File: src/rtl/gps_fix_monitor.sv
`default_nettype none
`timescale 1ns/1ps
// ============================================================================
// Module  : gps_fix_monitor
// Purpose : Watches the GPS UART byte stream for GGA sentences and derives
//           gps_active / fix / approx status flags.
// Option  : GPS_FIX_CHECKSUM_EN compiles in the NMEA checksum check.
// Revision: 1.0 - initial release
// ============================================================================
module gps_fix_monitor #(
  parameter int unsigned timeout_cycles_p = 12000000
) (
  input  logic       clk_i,
  input  logic       rst_i,
  input  logic [7:0] data_i,
  input  logic       valid_i,
  output logic       gps_active_o,
  output logic       fix_o,
  output logic       approx_o,
  output logic       sentence_o
);

  localparam int unsigned           c_wd_w      = $clog2(timeout_cycles_p + 1);
  localparam logic [c_wd_w-1:0]     c_wd_max    = c_wd_w'(timeout_cycles_p);
  localparam logic [c_wd_w-1:0]     c_wd_one    = c_wd_w'(1);
  localparam logic [6:0]            c_max_len   = 7'd82;
  localparam logic [7:0]            c_qual_none = 8'h00;

  typedef enum logic [1:0] {
    ST_HUNT,
    ST_HDR,
    ST_FIELD
`ifdef GPS_FIX_CHECKSUM_EN
    , ST_CSUM
`endif
  } state_t;

  state_t            r_state, w_state_nx;
  logic [2:0]        r_hdr_cnt, w_hdr_nx;
  logic [2:0]        r_comma_cnt, w_comma_nx;
  logic              r_qual_pend, w_qual_pend_nx;
  logic [7:0]        r_qual, w_qual_nx;
  logic [6:0]        r_len, w_len_nx, w_len_inc;
  logic [c_wd_w-1:0] r_wd;
  logic              r_active, r_fix, r_approx, r_sentence;
  logic              w_commit, w_timeout, w_qual_fix, w_qual_approx;

`ifdef GPS_FIX_CHECKSUM_EN
  logic [7:0]        r_xor, w_xor_nx;
  logic [3:0]        r_csum_hi, w_csum_hi_nx;
  logic              r_csum_idx, w_csum_idx_nx;
  logic [4:0]        w_hex;

  // {valid, nibble} for an ASCII hex digit
  function automatic logic [4:0] hex_val(input logic [7:0] c);
    logic [4:0] v;
    v = 5'd0;
    if (c >= 8'h30 && c <= 8'h39)      v = {1'b1, 4'(c - 8'h30)};
    else if (c >= 8'h41 && c <= 8'h46) v = {1'b1, 4'(c - 8'h37)};
    else if (c >= 8'h61 && c <= 8'h66) v = {1'b1, 4'(c - 8'h57)};
    return v;
  endfunction

  assign w_hex = hex_val(data_i);
`endif

  assign w_timeout = (r_wd == c_wd_max) && !valid_i;
  assign w_len_inc = r_len + 7'd1;

  always_comb begin
    w_qual_fix    = 1'b0;
    w_qual_approx = 1'b0;
    case (r_qual)
      "1", "2", "4", "5": w_qual_fix    = 1'b1;
      "6":                w_qual_approx = 1'b1;
      default: ;
    endcase
  end

  always_ff @(posedge clk_i or posedge rst_i) begin
    if (rst_i) r_state <= ST_HUNT;
    else       r_state <= w_state_nx;
  end

  always_comb begin
    w_state_nx     = r_state;
    w_hdr_nx       = r_hdr_cnt;
    w_comma_nx     = r_comma_cnt;
    w_qual_pend_nx = r_qual_pend;
    w_qual_nx      = r_qual;
    w_len_nx       = r_len;
    w_commit       = 1'b0;
`ifdef GPS_FIX_CHECKSUM_EN
    w_xor_nx       = r_xor;
    w_csum_hi_nx   = r_csum_hi;
    w_csum_idx_nx  = r_csum_idx;
`endif
    if (w_timeout) begin
      w_state_nx = ST_HUNT;
    end else if (valid_i) begin
      if (data_i == "$") begin
        w_state_nx     = ST_HDR;
        w_hdr_nx       = 3'd0;
        w_comma_nx     = 3'd0;
        w_qual_pend_nx = 1'b0;
        w_qual_nx      = c_qual_none;
        w_len_nx       = 7'd0;
`ifdef GPS_FIX_CHECKSUM_EN
        w_xor_nx       = 8'h00;
`endif
      end else begin
        case (r_state)
          ST_HDR: begin
            w_hdr_nx = r_hdr_cnt + 3'd1;
            w_len_nx = w_len_inc;
`ifdef GPS_FIX_CHECKSUM_EN
            w_xor_nx = r_xor ^ data_i;
`endif
            case (r_hdr_cnt)
              3'd2, 3'd3: if (data_i != "G") w_state_nx = ST_HUNT;
              3'd4:       if (data_i != "A") w_state_nx = ST_HUNT;
              3'd5: begin
                if (data_i == ",") begin
                  w_state_nx = ST_FIELD;
                  w_comma_nx = 3'd1;
                end else begin
                  w_state_nx = ST_HUNT;
                end
              end
              default: ;
            endcase
          end
          ST_FIELD: begin
            w_len_nx = w_len_inc;
            if (data_i == "*") begin
`ifdef GPS_FIX_CHECKSUM_EN
              w_state_nx    = ST_CSUM;
              w_csum_idx_nx = 1'b0;
`else
              w_commit      = 1'b1;
              w_state_nx    = ST_HUNT;
`endif
            end else begin
`ifdef GPS_FIX_CHECKSUM_EN
              w_xor_nx = r_xor ^ data_i;
`endif
              // the byte right after comma 6 is the quality byte, even if empty
              if (r_qual_pend) begin
                w_qual_nx      = data_i;
                w_qual_pend_nx = 1'b0;
              end
              if (data_i == ",") begin
                if (r_comma_cnt != 3'd7) w_comma_nx = r_comma_cnt + 3'd1;
                if (r_comma_cnt == 3'd5) w_qual_pend_nx = 1'b1;
              end
              if (w_len_inc > c_max_len) w_state_nx = ST_HUNT;
            end
          end
`ifdef GPS_FIX_CHECKSUM_EN
          ST_CSUM: begin
            if (!w_hex[4]) begin
              w_state_nx = ST_HUNT;
            end else if (!r_csum_idx) begin
              w_csum_hi_nx  = w_hex[3:0];
              w_csum_idx_nx = 1'b1;
            end else begin
              w_commit   = ({r_csum_hi, w_hex[3:0]} == r_xor);
              w_state_nx = ST_HUNT;
            end
          end
`endif
          default: ;
        endcase
      end
    end
  end

  always_ff @(posedge clk_i or posedge rst_i) begin
    if (rst_i) begin
      r_hdr_cnt   <= 3'd0;
      r_comma_cnt <= 3'd0;
      r_qual_pend <= 1'b0;
      r_qual      <= c_qual_none;
      r_len       <= 7'd0;
`ifdef GPS_FIX_CHECKSUM_EN
      r_xor       <= 8'h00;
      r_csum_hi   <= 4'd0;
      r_csum_idx  <= 1'b0;
`endif
    end else begin
      r_hdr_cnt   <= w_hdr_nx;
      r_comma_cnt <= w_comma_nx;
      r_qual_pend <= w_qual_pend_nx;
      r_qual      <= w_qual_nx;
      r_len       <= w_len_nx;
`ifdef GPS_FIX_CHECKSUM_EN
      r_xor       <= w_xor_nx;
      r_csum_hi   <= w_csum_hi_nx;
      r_csum_idx  <= w_csum_idx_nx;
`endif
    end
  end

  always_ff @(posedge clk_i or posedge rst_i) begin
    if (rst_i) begin
      r_wd       <= '0;
      r_active   <= 1'b0;
      r_fix      <= 1'b0;
      r_approx   <= 1'b0;
      r_sentence <= 1'b0;
    end else begin
      r_sentence <= w_commit;
      if (valid_i)               r_wd <= '0;
      else if (r_wd != c_wd_max) r_wd <= r_wd + c_wd_one;
      if (valid_i)        r_active <= 1'b1;
      else if (w_timeout) r_active <= 1'b0;
      if (w_timeout) begin
        r_fix    <= 1'b0;
        r_approx <= 1'b0;
      end else if (w_commit) begin
        r_fix    <= w_qual_fix;
        r_approx <= w_qual_approx;
      end
    end
  end

  assign gps_active_o = r_active;
  assign fix_o        = r_fix;
  assign approx_o     = r_approx;
  assign sentence_o   = r_sentence;

endmodule
`default_nettype wire

File: config.mk
export PLATFORM = sky130hd
export DESIGN_NAME = gps_fix_monitor
export DESIGN_NICKNAME = d
export VERILOG_FILES = /design/src/rtl/gps_fix_monitor.sv
export SDC_FILE = /design/constraint.sdc
export NUM_CORES = 1
export LEC_CHECK = 0
export ABC_AREA = 0
export CAP_MARGIN = 30
export CORE_MARGIN = 4
export CORE_UTILIZATION = 55
export DETAILED_ROUTE_END_ITERATION = 12
export GPL_ROUTABILITY_DRIVEN = 1
export PLACE_DENSITY = 0.77
export REMOVE_ABC_BUFFERS = 1
export SETUP_SLACK_MARGIN = 0.4
export SLEW_MARGIN = 20
export SYNTH_ARGS = -nofsm -noshare
export SYNTH_HDL_FRONTEND = slang
export SYNTH_SLANG_ARGS = --single-unit
File: constraint.sdc
create_clock -name clk_i -period 2.69 [get_ports clk_i]
set_input_delay 0.269 -clock clk_i [delete_from_list [all_inputs] [get_ports clk_i]]
set_output_delay 0.269 -clock clk_i [all_outputs]
set_load 0.01 [all_outputs]
==> impl_metrics.tcl, run 1 <==
set metrics [dict create \
    hold_violations 0 \
    cp_slowest_cell "or4b_1" \
    pwr-share-comb 0.157 \
    switching_share 0.2819 \
    grt_pass1_vias 2206 \
    syn_inst 317 \
    vias_per_cell 5.700 \
    port_buffers 14 \
    synth.avg_cell_area_sq_um 9.224 \
    p_total_w 0.001702 \
    power.density_nw_per_um2 512.3 \
    first_iter_violations 125 \
    ios 15 \
    power.switching_w 0.0004797 \
    post-route-period-util 0.8445 \
    die_x_microns 80.92 \
    synth_top_area_share 0.4450 \
    ys.flop_type "dfrtp_1" \
    p_leak_nw 1.382 \
    fin_tns_setup_ps 0 \
    start_util 0.5689 \
    required_ps 2880 \
    worst_slew_pin_slew_ps 609.0 \
    drc 0 \
    finalCriticalPeriod_ps 2272 \
    fmax_ghz 0.4402 \
    numClockSinks 52 \
    grtUsageTotal 0.1999 \
    fin_skew_ps 10.68 \
    p_clk_frac 0.301 \
    row_count 26 \
    relSlewSlack 0.5903 \
    yosysSeqAreaShare 0.4450 \
    setup.worst_path.end_class "flop" \
    cts_tree "built" \
    dieArea_sq_um 6547 \
    status "completed" \
    grt_pass1_wl_microns 10240 \
    grt-ovfl-total 0 \
    area_growth_pct 13.61 \
    path_clk_slew_ps 90 \
    synth_cell_type_count 47 \
    hpwlAfterDp_microns 4321 \
    layout-drive-gt1-share 0.1059 \
    finalSetupViolCount 0 \
    post-cts-setup-buffers 0 \
    cpPeakStageDelay_ps 560 \
    worst-path-buf-inv 2 \
    drv_cap 0 \
    critPathLaunchType "input port" \
    path_class "in -> reg" \
    path_max_fanout 10 \
    dieHeight_microns 80.92 \
    crit_family "simple AND/OR/NAND/NOR gates" \
    synthArstFlopShare 1.000 \
    hp-class "in -> async" \
    wl_per_cell_microns 14.80 \
    cts-buffers-inserted 5 \
    final_util 0.6463 \
    antenna_found_initial 0 \
    synth_most_common_cell "dfrtp_1" \
    cts.path.max_buffers 2 \
    place_area_sq_um 3196 \
    final_nets 364 \
    route.antenna.remaining_nets 0 \
    rsz0062_at_grt "true" \
    h-tree-depth 2 \
    slew_violations 0 \
    layout.cells.non_filler 410 \
    multi_input_area_sq_um 1518 \
    p_int_w 0.001222 \
    crit_chain "clkdlybuf4s50_1 > or4b_1 > or4b_4 > buf_4 > and3_1 > mux2_2" \
    ir_drop_mv 0.3405 \
    ys_top_cells_by_count "52 x dfrtp_1, 28 x nor2_1, 25 x nand2_1, 25 x o21ai_0, 23 x inv_1" \
    synth_area_leaders "dfrtp_1 45%, ha_1 5.1%, xnor2_1 4.5%" \
    stdcell_area_sq_um 3322 \
    synth_top_cell_by_area "dfrtp_1" \
    syn_area_sq_um 2924 \
    grt_max_degree 39 \
    antenna_cells 0 \
    nFillCells 446 \
    regArea_sq_um 1301 \
    vias 2337 \
    root_buffer "clkbuf_8" \
    cp.arrival_ps 2460 \
    seqPwrFrac 0.541 \
    wirelength_microns 6067 \
    synth-edff-count 0 \
    ys_ff_latch 52 \
    yosysWarnings 0 \
    core_area_sq_um 5140 \
    clk_latency_ps 300 \
    dr.pass1.iters 4 \
    dp.cells 403 \
    place.gp.congestion 0.8304 \
]
logic make-up after synthesis:
kind of cell | synth area share
buffers and inverters | 0.04535
XOR/XNOR | 0.05392
AO/OA/AOI/OAI | 0.1070
AND/OR/NAND/NOR | 0.2516
adder cells (fa/ha/maj) | 0.05135
flip-flops | 0.4450
multiplexers | 0.04579
registers in the layout, indices dropped and copies added, names as in the netlist, 2 cells and up:
| register | cells |
|---|---|
| r_hdr_cnt | 3 |
| r_comma_cnt | 3 |
| r_qual | 8 |
| r_len | 7 |
| r_state | 2 |
| r_wd | 24 |
cell type report:
type,instances,share of cell area
tap,70,0.02637
multi-input combinational,233,0.4569
inverter,23,0.02599
clock inverter,1,0.009040
sequential,52,0.3917
timing repair buffer,26,0.06930
clock buffer,5,0.02072
power by group through the flow:
stage,logic (W),registers (W),clock network (W)
after floorplan,0.000183,0.000914,0
after global placement,0.000257,0.000931,0
after detailed placement,0.000267,0.000935,0
after CTS,0.000269,0.000920,0.000531
after global routing,0.000314,0.000933,0.000555
final,0.000268,0.000921,0.000513
routing by layer:
metal / track usage / up-vias / share of wire
li1: - / 1166 / -
met1: 0.2719 / 1137 / 0.48
met2: 0.3300 / 21 / 0.49
met3: 0.03326 / 13 / 0.018
met4: 0.05574 / 0 / 0.015
met5: 0 / - / 0
path summary, 6_finish.rpt:
check	to	cells after the start	from	slack (ps)
worst max-delay path	r_comma_cnt[2]$_DFFE_PP0P_	6	data_i[0]	420
worst min-delay path	r_wd[8]$_DFFE_PP0N_	2	rst_i	220
worst max register to register	r_wd[23]$_DFFE_PP0N_	5	r_wd[9]$_DFFE_PP0N_	610
worst min register to register	gps_active_o$_DFFE_PP0N_	2	gps_active_o$_DFFE_PP0N_	490
max in group asynchronous	r_len[1]$_DFFE_PP0P_	3	rst_i	1870
min in group clk_i	gps_active_o$_DFFE_PP0N_	2	gps_active_o$_DFFE_PP0N_	490
through the flow:
step,setup WS (ps),hold WS (ps)
floorplan,471.7,332.1
global route,390.6,241.6
global placement,140.0,462.7
CTS,421.0,227.1
finish,418.4,223.0
detailed placement,93.80,473.3
cell usage in the layout (no fill, tap or decap), drive strengths merged, types with 3 or more instances in the layout:
cell	synthesis	routed
clkdlybuf4s50	0	14
o21ai	26	26
nand4	9	9
nor4b	5	5
and3	3	3
inv	23	23
or3	5	5
nor3	14	14
ha	12	12
a21oi	14	15
nor2	28	28
nand3	22	22
dfrtp	52	52
nor4	6	6
mux2	11	11
or4b	3	3
buf	3	12
xor2	3	3
nor2b	3	3
nand3b	3	3
nand2	25	25
xnor2	15	15
clkbuf	7	5
what timing repair did:
item | CTS | global route
hold buffers | 0 | 0
gates resized for setup | 0 | 3
endpoints found under the setup margin | 0 | 11
hold endpoints to repair | 0 | 0
No activity file was read; power rests on OpenSTA's default activity.
==> inputs of run 2 (changes only) <==
==> constraint.sdc (replaced) <==
create_clock -name clk_i -period 2.1 [get_ports clk_i]
set_input_delay 0.21 -clock clk_i [delete_from_list [all_inputs] [get_ports clk_i]]
set_output_delay 0.21 -clock clk_i [all_outputs]
set_load 0.01 [all_outputs]
==> run 2 against run 1 <==
Worst hold slack got worse by 39 ps. Highest routed layer unchanged. Critical path type is now reg -> reg. Count of clock-buffer cells in the layout unchanged. Critical endpoint is now r_wd[1]$_DFFE_PP0N_. Combinational power rose by 79%.
==> impl_metrics.tcl, run 2 (synthesis gave the netlist of run 1 again) <==
set metrics [dict create \
    power.density_nw_per_um2 573.2 \
    vias_per_cell 6.069 \
    hpwlAfterDp_microns 4793 \
    cp.arrival_ps 2110 \
    hold_violations 0 \
    area_growth_pct 41.59 \
    seqPwrFrac 0.497 \
    numClockSinks 52 \
    required_ps 2290 \
    h-tree-depth 2 \
    cp_slowest_cell "or3_4" \
    p_clk_frac 0.301 \
    postCtsHoldBufs 0 \
    grt_pass1_vias 2688 \
    path_max_fanout 5 \
    die_x_microns 80.92 \
    fin_skew_ps 16.65 \
    dieHeight_microns 80.92 \
    nFillCells 270 \
    port_buffers 14 \
    status "completed" \
    crit_chain "nor4b_2 > nand4_1 > or3_4 > mux2i_1 > nor2_1" \
    regMostFlops "r_wd" \
    largest_reg_flops 24 \
    grtUsageTotal 0.2553 \
    rsz0062_at_grt "true" \
    cpPeakStageDelay_ps 480 \
    critPathLaunchType "flop" \
    worst-path-buf-inv 0 \
    worst_slew_pin_slew_ps 392.5 \
    top_regs "r_wd: 24 flops, r_qual: 8 flops, r_len: 7 flops" \
    p_leak_nw 1.810 \
    root_buffer "clkbuf_8" \
    final_nets 419 \
    row_count 26 \
    path_clk_slew_ps 110 \
    setup.worst_path.end_class "flop" \
    rr_worst_depth 5 \
    grt_max_degree 36 \
    vias 2834 \
    layout.cells.non_filler 467 \
    timing.rr.start "r_wd[6]$_DFFE_PP0N_" \
    slew_violations 0 \
    regArea_sq_um 1305 \
    grt_pass1_wl_microns 12960 \
    p_int_w 0.001663 \
    path_class "reg -> reg" \
    wl_per_cell_microns 19.61 \
    ir_drop_mv 0.5321 \
    timing.final.ws_setup_ps 184.2 \
    multi_input_area_sq_um 1836 \
    first_iter_violations 273 \
    antenna_found_initial 0 \
    dr.pass1.iters 7 \
    power.switching_w 0.0007106 \
    clk_latency_ps 310 \
    crit_family "simple AND/OR/NAND/NOR gates" \
    mostFrequentLayoutCells "56 x buf_4, 49 x dfrtp_1, 28 x nor2_1" \
    ios 15 \
    grt-ovfl-total 0 \
    finalSetupViolCount 0 \
    dp.cells 421 \
    fin_tns_setup_ps 0 \
    wirelength_microns 9160 \
    drc 0 \
    layout_commonest_cell "buf_4" \
    cts.path.max_buffers 2 \
    post-route-period-util 0.9123 \
    r2r_slack_ps 180 \
    finalCriticalPeriod_ps 1916 \
    core_area_sq_um 5140 \
    place_ws_ps -386.6 \
    cts-buffers-inserted 5 \
    switching_share 0.2994 \
    dieArea_sq_um 6547 \
    drv_cap 0 \
    pwr-share-comb 0.202 \
    r2r_end "r_wd[1]$_DFFE_PP0N_" \
    antenna_cells 0 \
    relSlewSlack 0.7360 \
    hp-class "in -> async" \
    layout-drive-gt1-share 0.3602 \
    start_util 0.5689 \
    fmax_ghz 0.5220 \
    place.gp.congestion 0.8543 \
    cts_tree "built" \
    route.antenna.remaining_nets 0 \
]
[run 2: cell count changes in the layout (fill, tap and decap cells not counted), moves of 5 or more]
cell | before | now
mux2_4 | 0 | 8
buf_6 | 0 | 11
o21ai_0 | 25 | 16
nor3_1 | 14 | 9
nor4_1 | 6 | 1
ha_1 | 12 | 6
mux2_2 | 9 | 3
o21ai_1 | 1 | 6
buf_4 | 12 | 56
ha_4 | 0 | 5
[run 2: per-layer routing]
layer / routed length (microns) / part of all wire / GRT usage / vias up
li1: - / - / - / 1283
met1: 3688 / 0.40 / 0.3288 / 1373
met2: 4531 / 0.49 / 0.4376 / 134
met3: 575 / 0.063 / 0.04102 / 44
met4: 364 / 0.040 / 0.08446 / 0
met5: 0 / 0 / 0 / -
[run 2: area by class of cell]
type / count / share of cell area
multi-input combinational: 232 / 0.4433
tap: 70 / 0.02115
clock inverter: 3 / 0.01148
sequential: 52 / 0.3152
timing repair buffer: 82 / 0.1714
clock buffer: 5 / 0.01662
inverter: 23 / 0.02085
[run 2: power by group through the flow]
stage	registers (W)	logic, W	clock network, W
after global placement	0.00119	0.000351	0
after CTS	0.00117	0.000425	0.000710
after floorplan	0.00117	0.000235	0
after global routing	0.00120	0.000543	0.000757
final	0.00118	0.000480	0.000714
after detailed placement	0.00119	0.000365	0
[run 2: how the worst max path moves through the flow]
stage / startpoint / end / slack [ps] / cells after the start
after detailed placement: data_i[0] / r_state[1]$_DFFE_PP0P_ / -390 / 8
final: r_wd[6]$_DFFE_PP0N_ / r_wd[1]$_DFFE_PP0N_ / 180 / 5
after CTS: data_i[7] / r_qual[6]$_DFFE_PP0P_ / 270 / 6
after floorplan: data_i[0] / r_qual[0]$_DFFE_PP0P_ / -60 / 4
after global placement: data_i[0] / r_comma_cnt[2]$_DFFE_PP0P_ / -330 / 6
after global routing: r_wd[0]$_DFFE_PP0N_ / r_wd[1]$_DFFE_PP0N_ / 140 / 7
[run 2: worst register-to-register path, cell delays in order (launching register included)]
cell     delay [ps]
dfrtp_1         470
nor4b_2         310
nand4_1         260
or3_4           480
mux2i_1         190
nor2_1           80
[run 2: through the flow]
stage                     hold WS [ps]    util  area [sq um]  power (W)
after floorplan                  273.1       -          2878   0.001405
after global placement           467.9  0.6529          3356   0.001540
after detailed placement         475.7  0.6529          3356   0.001556
after CTS                        206.3  0.7332          3769   0.002305
after global routing             223.0  0.8055          4140   0.002496
final                            184.2  0.8055          4140   0.002373
[run 2: timing repair]
item	4_1_cts	5_1_grt
gates resized for setup	56	53
setup endpoints to repair	38	44
buffers inserted	18	20
pin swaps	13	25
==> inputs of run 3 (changes only) <==
--- a/config.mk
+++ b/config.mk
@@ -11,7 +11,7 @@
 export CORE_UTILIZATION = 55
 export DETAILED_ROUTE_END_ITERATION = 12
 export GPL_ROUTABILITY_DRIVEN = 1
-export PLACE_DENSITY = 0.77
+export PLACE_DENSITY_LB_ADDON = 0.3
 export REMOVE_ABC_BUFFERS = 1
 export SETUP_SLACK_MARGIN = 0.4
 export SLEW_MARGIN = 20
==> run 3 against run 2 <==
Worst hold slack improved by 32 ps. Worst setup slack gained 74 ps. Critical path type is now in -> reg. Largest power group unchanged. Cell area increased by 1.0%. Highest routed layer unchanged. Register-to-register slack better by 90 ps. Non-clock buffer count is 1 lower.
==> impl_metrics.tcl, run 3 (synthesis gave the netlist of run 1 again) <==
set metrics [dict create \
    post-route-period-util 0.8769 \
    place_area_sq_um 3331 \
    min-delay-start "data_i[4]" \
    drc 0 \
    hp-class "in -> reg" \
    path_clk_slew_ps 110 \
    numClockSinks 52 \
    grt-ovfl-total 0 \
    dieHeight_microns 80.92 \
    root_buffer "clkbuf_8" \
    power.density_nw_per_um2 590.1 \
    required_ps 2330 \
    die_x_microns 80.92 \
    grt_pass1_vias 2505 \
    antenna_cells 0 \
    ios 15 \
    timing.rr.start "r_wd[6]$_DFFE_PP0N_" \
    cts-buffers-inserted 5 \
    largest_reg_flops 24 \
    status "completed" \
    grt_max_degree 30 \
    vias 2894 \
    fin_skew_ps 17.98 \
    min_delay_path_depth 3 \
    rr_worst_depth 7 \
    path_class "in -> reg" \
    port_buffers 14 \
    regMostFlops "r_wd" \
    vias_per_cell 6.210 \
    dieArea_sq_um 6547 \
    dr.pass1.iters 7 \
    top_regs "r_wd: 24 flops, r_qual: 8 flops, r_len: 7 flops" \
    layout_commonest_cell "buf_4" \
    hpwlAfterDp_microns 4553 \
    h-tree-depth 2 \
    worst_slew_pin_slew_ps 415.6 \
    wl_per_cell_microns 19.83 \
    ir_drop_mv 0.5499 \
    place_ws_ps -363.4 \
    fmax_ghz 0.5431 \
    timing.final.ws_setup_ps 258.6 \
    area_growth_pct 43.05 \
    final_nets 418 \
    worst-path-buf-inv 2 \
    grt_pass1_wl_microns 11780 \
    start_util 0.5689 \
    cp.arrival_ps 2070 \
    p_leak_nw 1.804 \
    first_iter_violations 338 \
    finalCriticalPeriod_ps 1841 \
    drv_cap 0 \
    dp.cells 421 \
    clk_latency_ps 340 \
    hold_violations 0 \
    crit_chain "buf_6 > or4b_4 > or4b_4 > a21oi_4 > buf_6 > mux2_4" \
    r2r_slack_ps 270 \
    fin_tns_setup_ps 0 \
    critPathLaunchType "input port" \
    crit_family "simple AND/OR/NAND/NOR gates" \
    slew_violations 0 \
    route.antenna.remaining_nets 0 \
    cp_slowest_cell "or4b_4" \
    cts_tree "built" \
    r2r_end "r_state[1]$_DFFE_PP0P_" \
    stdcell_area_sq_um 4183 \
    layout-drive-gt1-share 0.3788 \
    relSlewSlack 0.7208 \
    place.gp.congestion 0.8608 \
    rsz0062_at_grt "true" \
    path_max_fanout 5 \
    hold_ws_ps 215.7 \
    min_delay_worst_endpoint "r_qual[4]$_DFFE_PP0P_" \
    row_count 26 \
    grtUsageTotal 0.2339 \
    wirelength_microns 9243 \
    cpPeakStageDelay_ps 550 \
    cts.path.max_buffers 2 \
    antenna_found_initial 0 \
    setup.worst_path.end_class "flop" \
    core_area_sq_um 5140 \
    mostFrequentLayoutCells "54 x buf_4, 46 x dfrtp_1, 28 x nor2_1" \
    layout.cells.non_filler 466 \
    finalSetupViolCount 0 \
]
-- run 3: what timing repair did --
| item | in CTS | in global routing |
|---|---|---|
| gates resized for setup | 45 | 86 |
| gates cloned | 0 | 1 |
| setup endpoints to repair | 37 | 45 |
| setup buffers | 8 | 28 |
| hold buffers | 0 | 0 |
| pin swaps | 8 | 33 |
-- run 3: metrics by stage --
stage / total power (W) / utilization
global placement: 0.001536 / 0.6480
CTS: 0.002216 / 0.7045
global route: 0.002583 / 0.8138
detailed placement: 0.001554 / 0.6480
finish: 0.002468 / 0.8138
floorplan: 0.001405 / -
-- run 3: power breakdown --
| part | leakage, nW | total, W | switching, W | internal [W] |
|---|---|---|---|---|
| logic | 1.07 | 0.000657 | 0.000338 | 0.000318 |
| registers | 0.690 | 0.00118 | 0.000106 | 0.00108 |
| clock network | 0.0452 | 0.000628 | 0.000384 | 0.000244 |
-- run 3: layout make-up --
cell class / instances / area, sq um
clock buffers: 5 / 68.82
clock inverters: 3 / 25.02
fillers: 257 / 957.2
inverters: 23 / 86.33
multi-input cells: 232 / 1897
flip-flops and latches: 52 / 1309
well taps: 70 / 87.58
repair buffers: 81 / 709.4
-- run 3: routing by layer --
layer  wire length [microns]  part of all wire  track usage
met5                       0                 0            0
met4                     501             0.054      0.08953
met3                     595             0.064      0.05987
met2                    4725              0.51       0.3760
met1                    3420              0.37       0.3034
-- run 3: worst reg2reg max path, cell delays in order, from the launching register on --
cell and delay [ps]:
dfrtp_2 490, nor4b_1 320, nand4_1 160, buf_4 180
nor4_4 160, buf_4 200, nand3b_1 140, o21ai_1 90
-- run 3: worst max-delay path by stage --
stage / endpoint / start / cells past startpoint
6_report: r_qual[1]$_DFFE_PP0P_ / data_i[7] / 6
3_5_place_dp: r_qual[6]$_DFFE_PP0P_ / data_i[4] / 8
3_3_place_gp: r_len[1]$_DFFE_PP0P_ / data_i[0] / 9
4_1_cts: r_qual[3]$_DFFE_PP0P_ / data_i[7] / 6
5_1_grt: r_state[1]$_DFFE_PP0P_ / r_wd[1]$_DFFE_PP0N_ / 9
2_1_floorplan: r_qual[0]$_DFFE_PP0P_ / data_i[0] / 4
